### config.mk
export PLATFORM = sky130hd
export DESIGN_NAME = sad_accumulator
export DESIGN_NICKNAME = d
export VERILOG_FILES = /design/src/rtl/sad_accumulator.sv
export SDC_FILE = /design/constraint.sdc
export NUM_CORES = 1
export LEC_CHECK = 0
export ABC_AREA = 1
export BUFFER_PORTS_ARGS = -buffer_cell sky130_fd_sc_hd__buf_2
export CAP_MARGIN = 25
export CORE_AREA = 2 2 64 78
export DETAILED_ROUTE_END_ITERATION = 10
export DIE_AREA = 0 0 66 80
export GPL_TIMING_DRIVEN = 1
export PLACE_DENSITY = 0.65
export REMOVE_ABC_BUFFERS = 1
export SLEW_MARGIN = 10
export SYNTH_ARGS = -nofsm -noshare
export SYNTH_HDL_FRONTEND = slang
export SYNTH_SLANG_ARGS = --single-unit
### constraint.sdc
create_clock -name clk -period 5.3 [get_ports clk]
set_clock_uncertainty 0.2 [all_clocks]
set_input_delay 1.06 -clock clk [delete_from_list [all_inputs] [get_ports clk]]
set_output_delay 1.06 -clock clk [all_outputs]
set_load 0.02 [all_outputs]
### src/rtl/sad_accumulator.sv
// sad_accumulator: sums a fixed-length block of absolute-difference samples
// (SAD), tracks the block maximum, and hands the result to a downstream
// consumer over a valid/ready handshake.
//
//   state | meaning
//   ACCUM | accepting samples into acc / run_max, in_ready=1, out_valid=0
//   HOLD  | completed block held on sum / max_diff, in_ready=0, out_valid=1
module sad_accumulator #(
  parameter int DATA_W    = 5,
  parameter int BLOCK_LEN = 16,
  parameter int CNT_W     = 4,
  parameter int SUM_W     = 9
) (
  input  logic              clk,
  input  logic              rst_n,
  input  logic              in_valid,
  output logic              in_ready,
  input  logic [DATA_W-1:0] diff,
  output logic              out_valid,
  input  logic              out_ready,
  output logic [SUM_W-1:0]  sum,
  output logic [DATA_W-1:0] max_diff,
  output logic [CNT_W-1:0]  sample_idx
);

  typedef enum logic {
    ACCUM = 1'b0,
    HOLD  = 1'b1
  } state_t;

  state_t             state;
  logic [SUM_W-1:0]   acc;
  logic [DATA_W-1:0]  run_max;

  logic [SUM_W-1:0]   acc_next;
  logic [DATA_W-1:0]  max_next;
  logic               last_sample;

  // Next-value arithmetic; diff only reaches the registers when a sample is
  // actually accepted, so an undriven diff during idle cycles stays out of acc.
  assign acc_next    = acc + SUM_W'(diff);
  assign max_next    = (diff > run_max) ? diff : run_max;
  assign last_sample = (sample_idx == CNT_W'(BLOCK_LEN - 1));

  // Block FSM with registered handshake outputs and result registers.
  always_ff @(posedge clk) begin
    if (!rst_n) begin
      state      <= ACCUM;
      in_ready   <= 1'b1;
      out_valid  <= 1'b0;
      acc        <= '0;
      run_max    <= '0;
      sample_idx <= '0;
      sum        <= '0;
      max_diff   <= '0;
    end else begin
      case (state)
        ACCUM: begin
          if (in_valid) begin
            if (last_sample) begin
              sum        <= acc_next;
              max_diff   <= max_next;
              acc        <= '0;
              run_max    <= '0;
              sample_idx <= '0;
              state      <= HOLD;
              in_ready   <= 1'b0;
              out_valid  <= 1'b1;
            end else begin
              acc        <= acc_next;
              run_max    <= max_next;
              sample_idx <= sample_idx + CNT_W'(1);
            end
          end
        end
        HOLD: begin
          // The handoff edge consumes no input: one bubble per block.
          if (out_ready) begin
            state     <= ACCUM;
            in_ready  <= 1'b1;
            out_valid <= 1'b0;
          end
        end
        default: begin
          state     <= ACCUM;
          in_ready  <= 1'b1;
          out_valid <= 1'b0;
        end
      endcase
    end
  end

endmodule

---- After elaboration in Yosys (flattened, before gate mapping) ----
Cells that the tools add are included.
word-level totals
  logic and storage cells ................. 35
  bits in registers ....................... 35
  output and inout bits ................... 20
cells by class
  $add $sub $neg .......................... 2
  bitwise logic cells ..................... 1
  muxes and demuxes ....................... 16
  reductions and logical operators ........ 3
  eq/ne operators ......................... 4
  magnitude comparators ................... 1
operators with widths
  cell                 number
  $mux 5               2
  $add 9x5->9          1
  $mux 1               9
  $mux 9               1
  $ne 2x2->1 const B   3
  $pmux 1 s2           3
  $reduce_and 3->1     2
  $gt 5x5->1           1
  $add 4x1->4 const B  1
  $eq 4x4->1 const B   1
  $mux 4               1
  $reduce_and 2->1     1
  $not 1->1            1

---- Longest topological paths before layout ----
Gate-level depths: netlist of the first run.
  word-level depth ........................ 4
  depth in mapped cells ................... 10

---- Worst setup path before layout of the first run ----
Ideal clock, no wire load.
  path type ............................... input-to-reg
  start point ............................. input diff[0]
  end point ............................... register acc[8]
  buffers on the path ..................... 0
  setup time .............................. 0.070 ns
  stages on the path ...................... 9
  arrival ................................. 2.226 ns
  slack ................................... 2.804 ns
  cells stage by stage .................... ha_1 -> fa_1 -> nand2_1 -> nand3_1 -> nand3_1 -> nand2_1 -> nand3_1 -> nand3_1 -> a21oi_1
between the ends
  word-level cells in the longest chain between the ends .. 2
RTL lines
  what                  line  text
  start, declared       18    input logic [DATA_W-1:0] diff,
  $add 9x5->9           41    assign acc_next = acc + SUM_W'(diff);
  $mux 9                60    if (last_sample) begin
  end signal, assigned  70    acc <= acc_next;
  end, declared         32    logic [SUM_W-1:0] acc;
Every way passes these cells.
A chain may end at the register's enable or synchronous reset.

---- Worst setup path in the final report of the first run ----
Same ends and word-level chain as after synthesis.

==> results.py, run 1 <==
metrics = {
    "floorplanning": {
        "num_rows": 27,
        "die_height_um": 80,
        "die_area_um2": 5280,
        "die_w_um": 66,
        "initial_utilization_pct": 39.0,
        "core_area_um2": 4530,
        "pin_count": 29,
    },
    "clock_network": {
        "tritoncts.num_buffers": 5,
        "cts_tree": "done",
        "cts_sinks": 35,
        "cts-resized-gates": 0,
        "ctsHtreeMaxLevel": 2,
        "root_buffer": "sky130_fd_sc_hd__clkbuf_8",
        "clk_latency_ns": 0.29,
        "hold_buffers": 0,
        "clk_pin_slew_ns": 0.07,
        "clock_path_buffers": 2,
        "postCtsSetupBuffers": 0,
    },
    "worst_setup_path": {
        "cp-end-kind": "flip-flop",
        "critical_path.max_fanout": 4,
        "cp_common_cell": "sky130_fd_sc_hd__nand3_1",
        "timing.setup.critical_path_class": "in2reg",
        "worst-endpoint-required_ns": 5.33,
        "timing.critical_path.slowest_cell_delay_ns": 0.41,
        "worst-endpoint-arrival_ns": 2.48,
        "cell_class_contributing_the_biggest_share_of_worst_path_delay": "adder cells",
        "crit_path_start_kind": "input pin",
        "critical_path.n_buffers_inverters": 1,
        "cp_max_delay_cell": "sky130_fd_sc_hd__fa_1",
        "crit_path_cell_trace": "buf_2 -> ha_1 -> fa_1 -> nand2_1 -> nand3_1 -> nand3_1 -> nand2_1 -> nand3_1 -> nand3_1 -> a21oi_1",
    },
    "global_route": {
        "grt_max_degree": 20,
        "globalRoute.totalOverflow": 0,
        "antenna_found_initial": 0,
        "grt_pass1_wl_um": 6470,
        "via_count_of_the_first_global_routing_pass": 1494,
        "groute.usage.overall_pct": 16.0,
    },
    "detailed_routing": {
        "antenna_violating_nets_post_route": 0,
        "vias_per_cell": 4.84,
        "wl_per_cell_um": 11.5,
        "postRouteWirelength_um": 3820,
        "route.detailed.drc": 0,
        "drt_pre_antenna_iters": 4,
        "drtIter0Drc": 73,
        "route.vias.total": 1602,
    },
    "cells_and_area": {
        "drive_gt1_share_pct": 17.2,
        "fill_cells": 480,
        "multi_input_area_um2": 920,
        "seqCellArea_um2": 701,
        "antenna_cells_inserted": 0,
        "synthToLayoutAreaGrowth_pct": 16.9,
        "layout.core_utilization_pct": 45.6,
        "final_nets": 293,
    },
    "power": {
        "intPower_mw": 0.459,
        "total_power_mw": 0.627,
        "power_switching_share_pct": 26.8,
        "share_seq_of_total_power_pct": 44.7,
        "power.clock.fraction_pct": 39.9,
        "pwr-share-comb_pct": 15.4,
        "ir_drop_v": 0.000125,
        "power_leakage_nw": 1.05,
        "power_per_cell_area_nw_per_um2": 304,
        "power.net_switching_mw": 0.168,
    },
    "yosys": {
        "ys.flop_type": "sky130_fd_sc_hd__dfxtp_1",
        "async_reset_ff_share_pct": 0,
        "yosys_top_cell_by_area": "sky130_fd_sc_hd__dfxtp_1",
        "main_combinational_cell_family_by_area_after_synthesis": "simple AND/OR/NAND/NOR gates",
        "synth_warnings": 0,
        "syn_area_um2": 1770,
        "post_synthesis_compound_gate_area_fraction_pct": 8.72,
        "synth_largest_type_area_fraction_pct": 39.7,
        "distinct_cell_type_count_after_synthesis": 27,
        "synth_area_leaders": "sky130_fd_sc_hd__dfxtp_1 40%, sky130_fd_sc_hd__nand2_1 16%, sky130_fd_sc_hd__nand3_1 11%",
        "edff_count_synth": 0,
        "synth-xor-area-share_pct": 0.496,
        "synth.cells.most_frequent": "76 x sky130_fd_sc_hd__nand2_1, 38 x sky130_fd_sc_hd__nand3_1, 35 x sky130_fd_sc_hd__dfxtp_1, 25 x sky130_fd_sc_hd__inv_1, 19 x sky130_fd_sc_hd__a21oi_1",
        "post_synth.cell_area_avg_um2": 7.30,
        "muxShareOfSynthArea_pct": 0,
        "seq_area_frac_synth_pct": 39.7,
        "synthCells": 242,
        "postSynthRegisterBits": 35,
        "synth-adder-area-share_pct": 8.93,
        "synthMostInstantiatedCell": "sky130_fd_sc_hd__nand2_1",
        "simple_gate_share_of_the_synthesized_area_pct": 33.9,
    },
    "hold_path": {
        "timing.hold.worst.class": "reg2reg",
    },
    "placement": {
        "place_congestion": 0.843,
        "place_worst_setup_slack_ns": 2.55,
        "detailed_place_hpwl_um": 2730,
        "port_buffers": 28,
    },
    "sta": {
        "setup_viol": 0,
        "report.final.hold_viol_count": 0,
        "report.final.slew_viol_count": 0,
        "slew_headroom_pct": 52.9,
        "finalCriticalPeriod_ns": 2.45,
        "setup_repair_after_global_routing_missed_its_margin": "no",
        "final.setup.tns_ns": 0,
        "fmaxAchievable_mhz": 408,
        "worst_pin_slew_ns": 0.706,
        "finalWorstSetupSlack_ns": 2.85,
        "period_utilization_post_route_pct": 46.3,
        "fin_worst_hold_slack_ns": 0.249,
    },
    "job": {
        "timing.max_cap.violations": 0,
    },
    "run_status": {
        "status": "completed",
    },
}
[worst paths after layout]
| check | start | end | slack (ns) | cells after the start |
|---|---|---|---|---|
| setup reg to reg | sample_idx[0]$_SDFFE_PN0P_ | sample_idx[3]$_SDFFE_PN0P_ | 3.42 | 6 |
| hold / removal | max_diff[2]$_SDFFE_PN0P_ | max_diff[2]$_SDFFE_PN0P_ | 0.25 | 2 |
| setup / recovery | diff[0] | acc[8]$_SDFFE_PN0P_ | 2.85 | 10 |
| hold reg to reg | max_diff[2]$_SDFFE_PN0P_ | max_diff[2]$_SDFFE_PN0P_ | 0.25 | 2 |
[stage by stage]
step / instances / cell area (um^2)
after floorplan: 237 / 1730
after detailed placement: 323 / 1950
after CTS: 331 / 2060
final: 331 / 2060
after global placement: 323 / 1950
after global routing: 331 / 2060
[cell families after synthesis]
kind of cell | after synthesis
adders and majority gates | 12
and+or+nand+nor | 132
buffers and inverters | 35
DFF | 35
AOI/OAI and AO/OA | 27
xor gates and xnor gates | 1
[cells in the final DEF, fill, tap and decap left out, drive strengths merged, types with 2 or more instances in the layout]
master,n
ha,11
clkbuf,6
nand2,78
nor2,9
dfxtp,35
inv,30
nand3,39
a22o,3
nand3b,3
a21oi,19
buf,28
o21ai,2
nand4,2
[state kept, by name, indices dropped and copies added, names as in the netlist]
register and flops:
in_ready 1, max_diff 5, sum 9, state 1
out_valid 1, sample_idx 4, run_max 5, acc 9
[routing by layer]
metal,GRT usage (%),part of all wire [%],vias to the layer above,wire length (um)
met3,3.81,3.7,7,141
met4,6.73,2.1,0,82
met5,0,0,-,0
met1,18.7,47,718,1800
li1,-,-,848,-
met2,27.8,47,29,1800
[power by group through the flow]
stage | Sequential, mW | Combinational (mW) | Clock, mW
2_1_floorplan | 0.286 | 0.0710 | 0
3_3_place_gp | 0.286 | 0.0956 | 0
3_5_place_dp | 0.286 | 0.0969 | 0
4_1_cts | 0.280 | 0.0975 | 0.257
5_1_grt | 0.281 | 0.112 | 0.269
6_report | 0.280 | 0.0965 | 0.250
[worst min-delay path, cell delays in order, from the launching register on]
cell,delay (ns)
sky130_fd_sc_hd__dfxtp_1,0.31
sky130_fd_sc_hd__nand2_1,0.06
sky130_fd_sc_hd__nand2_1,0.04
[area by class of cell]
| type | count | area share [%] |
|---|---|---|
| clock inverters | 2 | 1.70 |
| clock buffers | 6 | 4.00 |
| inverters | 30 | 5.46 |
| well taps | 58 | 3.52 |
| multi-input cells | 172 | 44.6 |
| repair buffers | 28 | 6.79 |
| flip-flops and latches | 35 | 34.0 |
Note: power is estimated with default switching activity, not from simulation.
==> run 2: changes to the inputs <==
- PLACE_DENSITY: 0.65 -> 0.67
- clock period: 5.3 -> 2.2 ns (I/O delays scaled with it)
==> run 2 against run 1 <==
  * Flip-flop and latch count unchanged
  * Via count up 0.62%
  * Power rose to 2.6 times the previous value
  * Core utilization is 0.66 points higher
  * Combinational power grew 140%
  * First-iteration DRC count decreased by 21%
  * Global-route usage decreased by 0.24 points
  * Critical endpoint is now acc[6]$_SDFFE_PN0P_
  * Design area increased by 1.5%
  * Clock power grew to 2.8 times the previous value
  * Register-to-register slack got worse by 3.1 ns
  * Non-clock buffer count grew 2
==> results.py, run 2 (same netlist as run 1, synthesis figures left out) <==
metrics = {
    "cells_and_area": {
        "drive_gt1_share_pct": 17.5,
        "seqCellArea_um2": 701,
        "layout.cells.most_common_list": "76 x sky130_fd_sc_hd__nand2_1, 38 x sky130_fd_sc_hd__nand3_1, 35 x sky130_fd_sc_hd__dfxtp_1, 28 x sky130_fd_sc_hd__buf_2, 25 x sky130_fd_sc_hd__inv_1",
        "reg.largest.list": "acc: 9 flops, sum: 9 flops",
        "layout.cells.most_common": "sky130_fd_sc_hd__nand2_1",
        "synthToLayoutAreaGrowth_pct": 18.6,
        "antenna_cells_inserted": 0,
        "multi_input_area_um2": 920,
        "fill_cells": 485,
        "stdcell_area_um2": 2090,
        "final_nets": 295,
    },
    "sta": {
        "report.final.hold_viol_count": 0,
        "final.setup.tns_ns": 0,
        "period_utilization_post_route_pct": 86.9,
        "fin_worst_hold_slack_ns": 0.154,
        "setup_repair_after_global_routing_missed_its_margin": "no",
        "fmaxAchievable_mhz": 523,
        "slew_headroom_pct": 78.4,
        "setup_viol": 0,
        "report.final.slew_viol_count": 0,
        "worst_pin_slew_ns": 0.323,
        "finalCriticalPeriod_ns": 1.91,
    },
    "placement": {
        "detailed_place_hpwl_um": 2680,
        "port_buffers": 28,
        "place_congestion": 0.852,
        "place_area_um2": 1960,
    },
    "global_route": {
        "grt_pass1_wl_um": 6460,
        "grt.met2_usage_pct": 26.3,
        "grt_max_degree": 19,
        "antenna_found_initial": 0,
        "grt.met1_usage_pct": 19.4,
        "via_count_of_the_first_global_routing_pass": 1509,
        "use_met3_pct": 3.81,
        "globalRoute.totalOverflow": 0,
        "groute.usage.overall_pct": 15.8,
        "global_route_hottest_layer": "met2",
    },
    "detailed_routing": {
        "drtIter0Drc": 58,
        "route.detailed.drc": 0,
        "drt_pre_antenna_iters": 6,
        "wl_per_cell_um": 11.1,
        "route.vias.total": 1612,
        "vias_per_cell": 4.84,
        "antenna_violating_nets_post_route": 0,
        "postRouteWirelength_um": 3690,
    },
    "worst_setup_path": {
        "rrSetupSlack_ns": 0.29,
        "critical_path.max_fanout": 4,
        "worst_r2r_startpoint": "acc[0]$_SDFFE_PN0P_",
        "worst-endpoint-arrival_ns": 1.93,
        "crit_path_start_kind": "flip-flop",
        "worst_setup_path_startpoint": "acc[0]$_SDFFE_PN0P_",
        "timing.setup.critical_path_class": "reg2reg",
        "cp-end-kind": "flip-flop",
        "worst-endpoint-required_ns": 2.22,
    },
    "floorplanning": {
        "initial_utilization_pct": 39.0,
        "die_w_um": 66,
        "die_area_um2": 5280,
        "core_area_um2": 4530,
        "num_rows": 27,
        "die_height_um": 80,
        "pin_count": 29,
    },
    "run_status": {
        "status": "completed",
    },
    "clock_network": {
        "root_buffer": "sky130_fd_sc_hd__clkbuf_8",
        "cts_tree": "done",
        "hold_buffers": 0,
        "tritoncts.num_buffers": 5,
        "postCtsSetupBuffers": 0,
        "clock_path_buffers": 2,
        "cts_sinks": 35,
        "clk_pin_slew_ns": 0.07,
        "cts-resized-gates": 0,
        "clk_latency_ns": 0.29,
        "ctsHtreeMaxLevel": 2,
    },
    "power": {
        "power_per_cell_area_nw_per_um2": 765,
        "power_leakage_nw": 1.06,
        "total_power_mw": 1.60,
        "ir_drop_v": 0.000445,
    },
    "job": {
        "timing.max_cap.violations": 0,
    },
    "hold_path": {
        "hold_path.startpoint": "out_ready",
        "timing.hold.worst.class": "in2reg",
    },
}
[run 2: cell types whose count changed in the layout (fill, tap and decap cells not counted)]
| cell | delta |
|---|---|
| sky130_fd_sc_hd__clkinv_2 | -1 |
| sky130_fd_sc_hd__clkbuf_8 | -1 |
| sky130_fd_sc_hd__bufinv_16 | +1 |
| sky130_fd_sc_hd__buf_4 | +2 |
| sky130_fd_sc_hd__clkbuf_1 | +1 |
[run 2: worst paths after layout]
kind,cells past startpoint,to
worst min register to register,2,in_ready$_SDFFE_PN1P_
worst max register to register,9,acc[6]$_SDFFE_PN0P_
worst max-delay path,9,acc[6]$_SDFFE_PN0P_
worst min-delay path,2,state$_SDFF_PN0_
[run 2: power breakdown]
| group | switching [mW] | leakage [nW] | internal (mW) |
|---|---|---|---|
| logic | 0.151 | 0.715 | 0.0829 |
| clock network | 0.239 | 0.0654 | 0.453 |
| registers | 0.0169 | 0.284 | 0.658 |
[run 2: stage by stage]
| stage | worst slack [ns] | utilization [%] | cells |
|---|---|---|---|
| floorplan | 0.322 | - | 237 |
| CTS | 0.308 | 46.2 | 333 |
| global route | 0.138 | 46.2 | 333 |
| global placement | 0.103 | 43.3 | 325 |
| finish | 0.288 | 46.2 | 333 |
| detailed placement | 0.0638 | 43.3 | 325 |
[run 2: metal layers]
layer / up-vias / share of wire (%) / wire, um
met5: - / 0 / 0
li1: 852 / - / -
met4: 0 / 1.5 / 54
met3: 6 / 3.4 / 127
met2: 27 / 47 / 1740
met1: 727 / 48 / 1760
[run 2: critical path, cell delays in order, from the launching register on]
cell	delay, ns
sky130_fd_sc_hd__dfxtp_1	0.32
sky130_fd_sc_hd__ha_1	0.20
sky130_fd_sc_hd__fa_1	0.40
sky130_fd_sc_hd__nand2_1	0.09
sky130_fd_sc_hd__nand3_1	0.13
sky130_fd_sc_hd__nand3_1	0.13
sky130_fd_sc_hd__nand2_1	0.08
sky130_fd_sc_hd__nand2_1	0.08
sky130_fd_sc_hd__nand3_1	0.07
sky130_fd_sc_hd__a21oi_1	0.14
[run 2: layout make-up]
| type | count | share of cell area, % |
|---|---|---|
| repair buffers | 30 | 7.41 |
| clock inverters | 2 | 2.87 |
| inverters | 30 | 5.38 |
| multi-input cells | 172 | 43.9 |
| flip-flops and latches | 35 | 33.5 |
| well taps | 58 | 3.47 |
| clock buffers | 6 | 3.47 |
==> run 3: changes to the inputs <==
- CORE_AREA: 2 2 64 78 -> 2 2 58 71
- DIE_AREA: 0 0 66 80 -> 0 0 60 73
- PLACE_DENSITY: 0.67 -> 0.78
==> run 3 against run 2 <==
  * Global-route usage increased by 2.8 points
  * Combinational power about the same
  * Register-to-register slack improved by 0.02 ns
  * Core utilization increased by 8.4 points
  * Die area decreased by 17%
  * Flip-flop and latch count unchanged
  * Design area decreased by 1.2%
  * Non-clock buffer count unchanged
  * Power decreased by 6.7%
  * First-iteration DRC count increased by 66%
  * Highest routed layer unchanged
==> results.py, run 3 (same netlist as run 1, synthesis figures left out) <==
metrics = {
    "worst_setup_path": {
        "crit_path_start_kind": "flip-flop",
        "worst_r2r_startpoint": "acc[0]$_SDFFE_PN0P_",
        "critical_path.max_fanout": 4,
        "cp_max_delay_cell": "sky130_fd_sc_hd__fa_1",
        "rrSetupSlack_ns": 0.31,
        "critical_path.n_buffers_inverters": 0,
        "timing.setup.critical_path_class": "reg2reg",
        "worst-path-stages": 9,
        "crit_path_cell_trace": "ha_1 -> fa_1 -> nand2_1 -> nand3_1 -> nand3_1 -> nand2_1 -> nand2_1 -> nand3_1 -> a21oi_1",
        "worst-endpoint-arrival_ns": 1.91,
        "worst-endpoint-required_ns": 2.22,
        "timing.critical_path.slowest_cell_delay_ns": 0.42,
        "cp-end-kind": "flip-flop",
        "reg2reg_to": "acc[6]$_SDFFE_PN0P_",
        "reg2reg_depth": 9,
        "cell_class_contributing_the_biggest_share_of_worst_path_delay": "adder cells",
    },
    "power": {
        "total_power_mw": 1.49,
        "power_per_cell_area_nw_per_um2": 722,
        "ir_drop_v": 0.000503,
        "power_leakage_nw": 1.06,
    },
    "placement": {
        "place_area_um2": 1960,
        "place_worst_setup_slack_ns": 0.0568,
        "port_buffers": 28,
        "place_congestion": 0.832,
        "number_of_cells_in_the_design_after_placement": 321,
        "detailed_place_hpwl_um": 2710,
    },
    "detailed_routing": {
        "postRouteWirelength_um": 3730,
        "antenna_violating_nets_post_route": 0,
        "route.detailed.drc": 0,
        "drt_pre_antenna_iters": 4,
        "wl_per_cell_um": 11.3,
        "route.vias.total": 1642,
        "drtIter0Drc": 96,
        "vias_per_cell": 4.99,
    },
    "global_route": {
        "globalRoute.totalOverflow": 0,
        "groute.usage.overall_pct": 18.6,
        "global_route_hottest_layer": "met2",
        "via_count_of_the_first_global_routing_pass": 1476,
        "grt.met2_usage_pct": 32.2,
        "use_met3_pct": 4.79,
        "grt_pass1_wl_um": 6180,
        "grt_max_degree": 19,
        "antenna_found_initial": 0,
        "grt.met1_usage_pct": 21.6,
    },
    "cells_and_area": {
        "final_nets": 295,
        "stdcell_area_um2": 2070,
        "reg.largest.list": "acc: 9 flops, sum: 9 flops",
        "layout.cells.most_common_list": "76 x sky130_fd_sc_hd__nand2_1, 38 x sky130_fd_sc_hd__nand3_1, 35 x sky130_fd_sc_hd__dfxtp_1, 28 x sky130_fd_sc_hd__buf_2, 25 x sky130_fd_sc_hd__inv_1",
        "stdcell_count": 329,
        "drive_gt1_share_pct": 17.8,
        "layout.cells.most_common": "sky130_fd_sc_hd__nand2_1",
        "synthToLayoutAreaGrowth_pct": 17.2,
        "antenna_cells_inserted": 0,
    },
    "hold_path": {
        "hold_path.startpoint": "out_ready",
        "hold-path-cell-count": 2,
        "hold_end": "state$_SDFF_PN0_",
        "timing.hold.worst.class": "in2reg",
    },
    "sta": {
        "finalWorstSetupSlack_ns": 0.310,
        "finalCriticalPeriod_ns": 1.89,
        "report.final.slew_viol_count": 0,
        "fmaxAchievable_mhz": 529,
        "setup_repair_after_global_routing_missed_its_margin": "no",
        "slew_headroom_pct": 72.8,
        "final.setup.tns_ns": 0,
        "report.final.hold_viol_count": 0,
        "worst_pin_slew_ns": 0.408,
        "period_utilization_post_route_pct": 85.9,
        "setup_viol": 0,
    },
    "clock_network": {
        "ctsHtreeMaxLevel": 2,
        "cts_sinks": 35,
        "cts_tree": "done",
        "clock_path_buffers": 2,
        "tritoncts.num_buffers": 5,
        "clk_pin_slew_ns": 0.07,
        "root_buffer": "sky130_fd_sc_hd__clkbuf_8",
        "hold_buffers": 0,
        "cts-resized-gates": 0,
        "postCtsSetupBuffers": 0,
        "clk_latency_ns": 0.29,
    },
    "floorplanning": {
        "initial_utilization_pct": 46.6,
        "die_area_um2": 4380,
        "pin_count": 29,
        "die_w_um": 60,
        "num_rows": 25,
        "die_height_um": 73,
        "core_area_um2": 3780,
    },
    "run_status": {
        "status": "completed",
    },
    "job": {
        "timing.max_cap.violations": 0,
    },
}
==> run 3: area by class of cell <==
class | count | area (um^2)
Clock buffer | 5 | 68.8
Clock inverter | 3 | 43.8
Fill cell | 370 | 1720
Inverter | 30 | 113
Multi-Input combinational cell | 172 | 920
Sequential cell | 35 | 701
Tap cell | 54 | 67.6
Timing Repair Buffer | 30 | 155
==> run 3: routing by layer <==
| metal | routed length (um) | up-vias |
|---|---|---|
| met4 | 53 | 0 |
| met5 | 0 | - |
| met2 | 1880 | 37 |
| li1 | - | 848 |
| met3 | 183 | 4 |
| met1 | 1610 | 753 |
==> run 3: power breakdown <==
part	internal [mW]	leakage (nW)	switching [mW]
logic	0.0829	0.715	0.154
clock network	0.337	0.0581	0.246
registers	0.658	0.284	0.0171
total	1.08	1.06	0.416
==> run 3: worst max path at each step <==
| stage | from | end | slack [ns] |
|---|---|---|---|
| floorplan | diff[0] | acc[8]$_SDFFE_PN0P_ | 0.32 |
| global placement | diff[0] | acc[8]$_SDFFE_PN0P_ | 0.11 |
| detailed placement | diff[0] | acc[8]$_SDFFE_PN0P_ | 0.06 |
| CTS | acc[0]$_SDFFE_PN0P_ | acc[8]$_SDFFE_PN0P_ | 0.31 |
| global route | acc[0]$_SDFFE_PN0P_ | acc[8]$_SDFFE_PN0P_ | 0.17 |
| finish | acc[0]$_SDFFE_PN0P_ | acc[6]$_SDFFE_PN0P_ | 0.31 |
==> run 3: stage by stage <==
step	hold slack (ns)	utilization, %
final	0.164	54.6
after global routing	0.163	54.6
after CTS	0.161	54.6
after detailed placement	0.235	51.7
after global placement	0.230	51.7
after floorplan	0.245	-
==> run 3: worst register-to-register path: stages (launching register included) <==
cell                      delay (ns)
sky130_fd_sc_hd__dfxtp_1        0.32
sky130_fd_sc_hd__ha_1           0.20
sky130_fd_sc_hd__fa_1           0.42
sky130_fd_sc_hd__nand2_1        0.09
sky130_fd_sc_hd__nand3_1        0.13
sky130_fd_sc_hd__nand3_1        0.12
sky130_fd_sc_hd__nand2_1        0.07
sky130_fd_sc_hd__nand2_1        0.08
sky130_fd_sc_hd__nand3_1        0.07
sky130_fd_sc_hd__a21oi_1        0.12
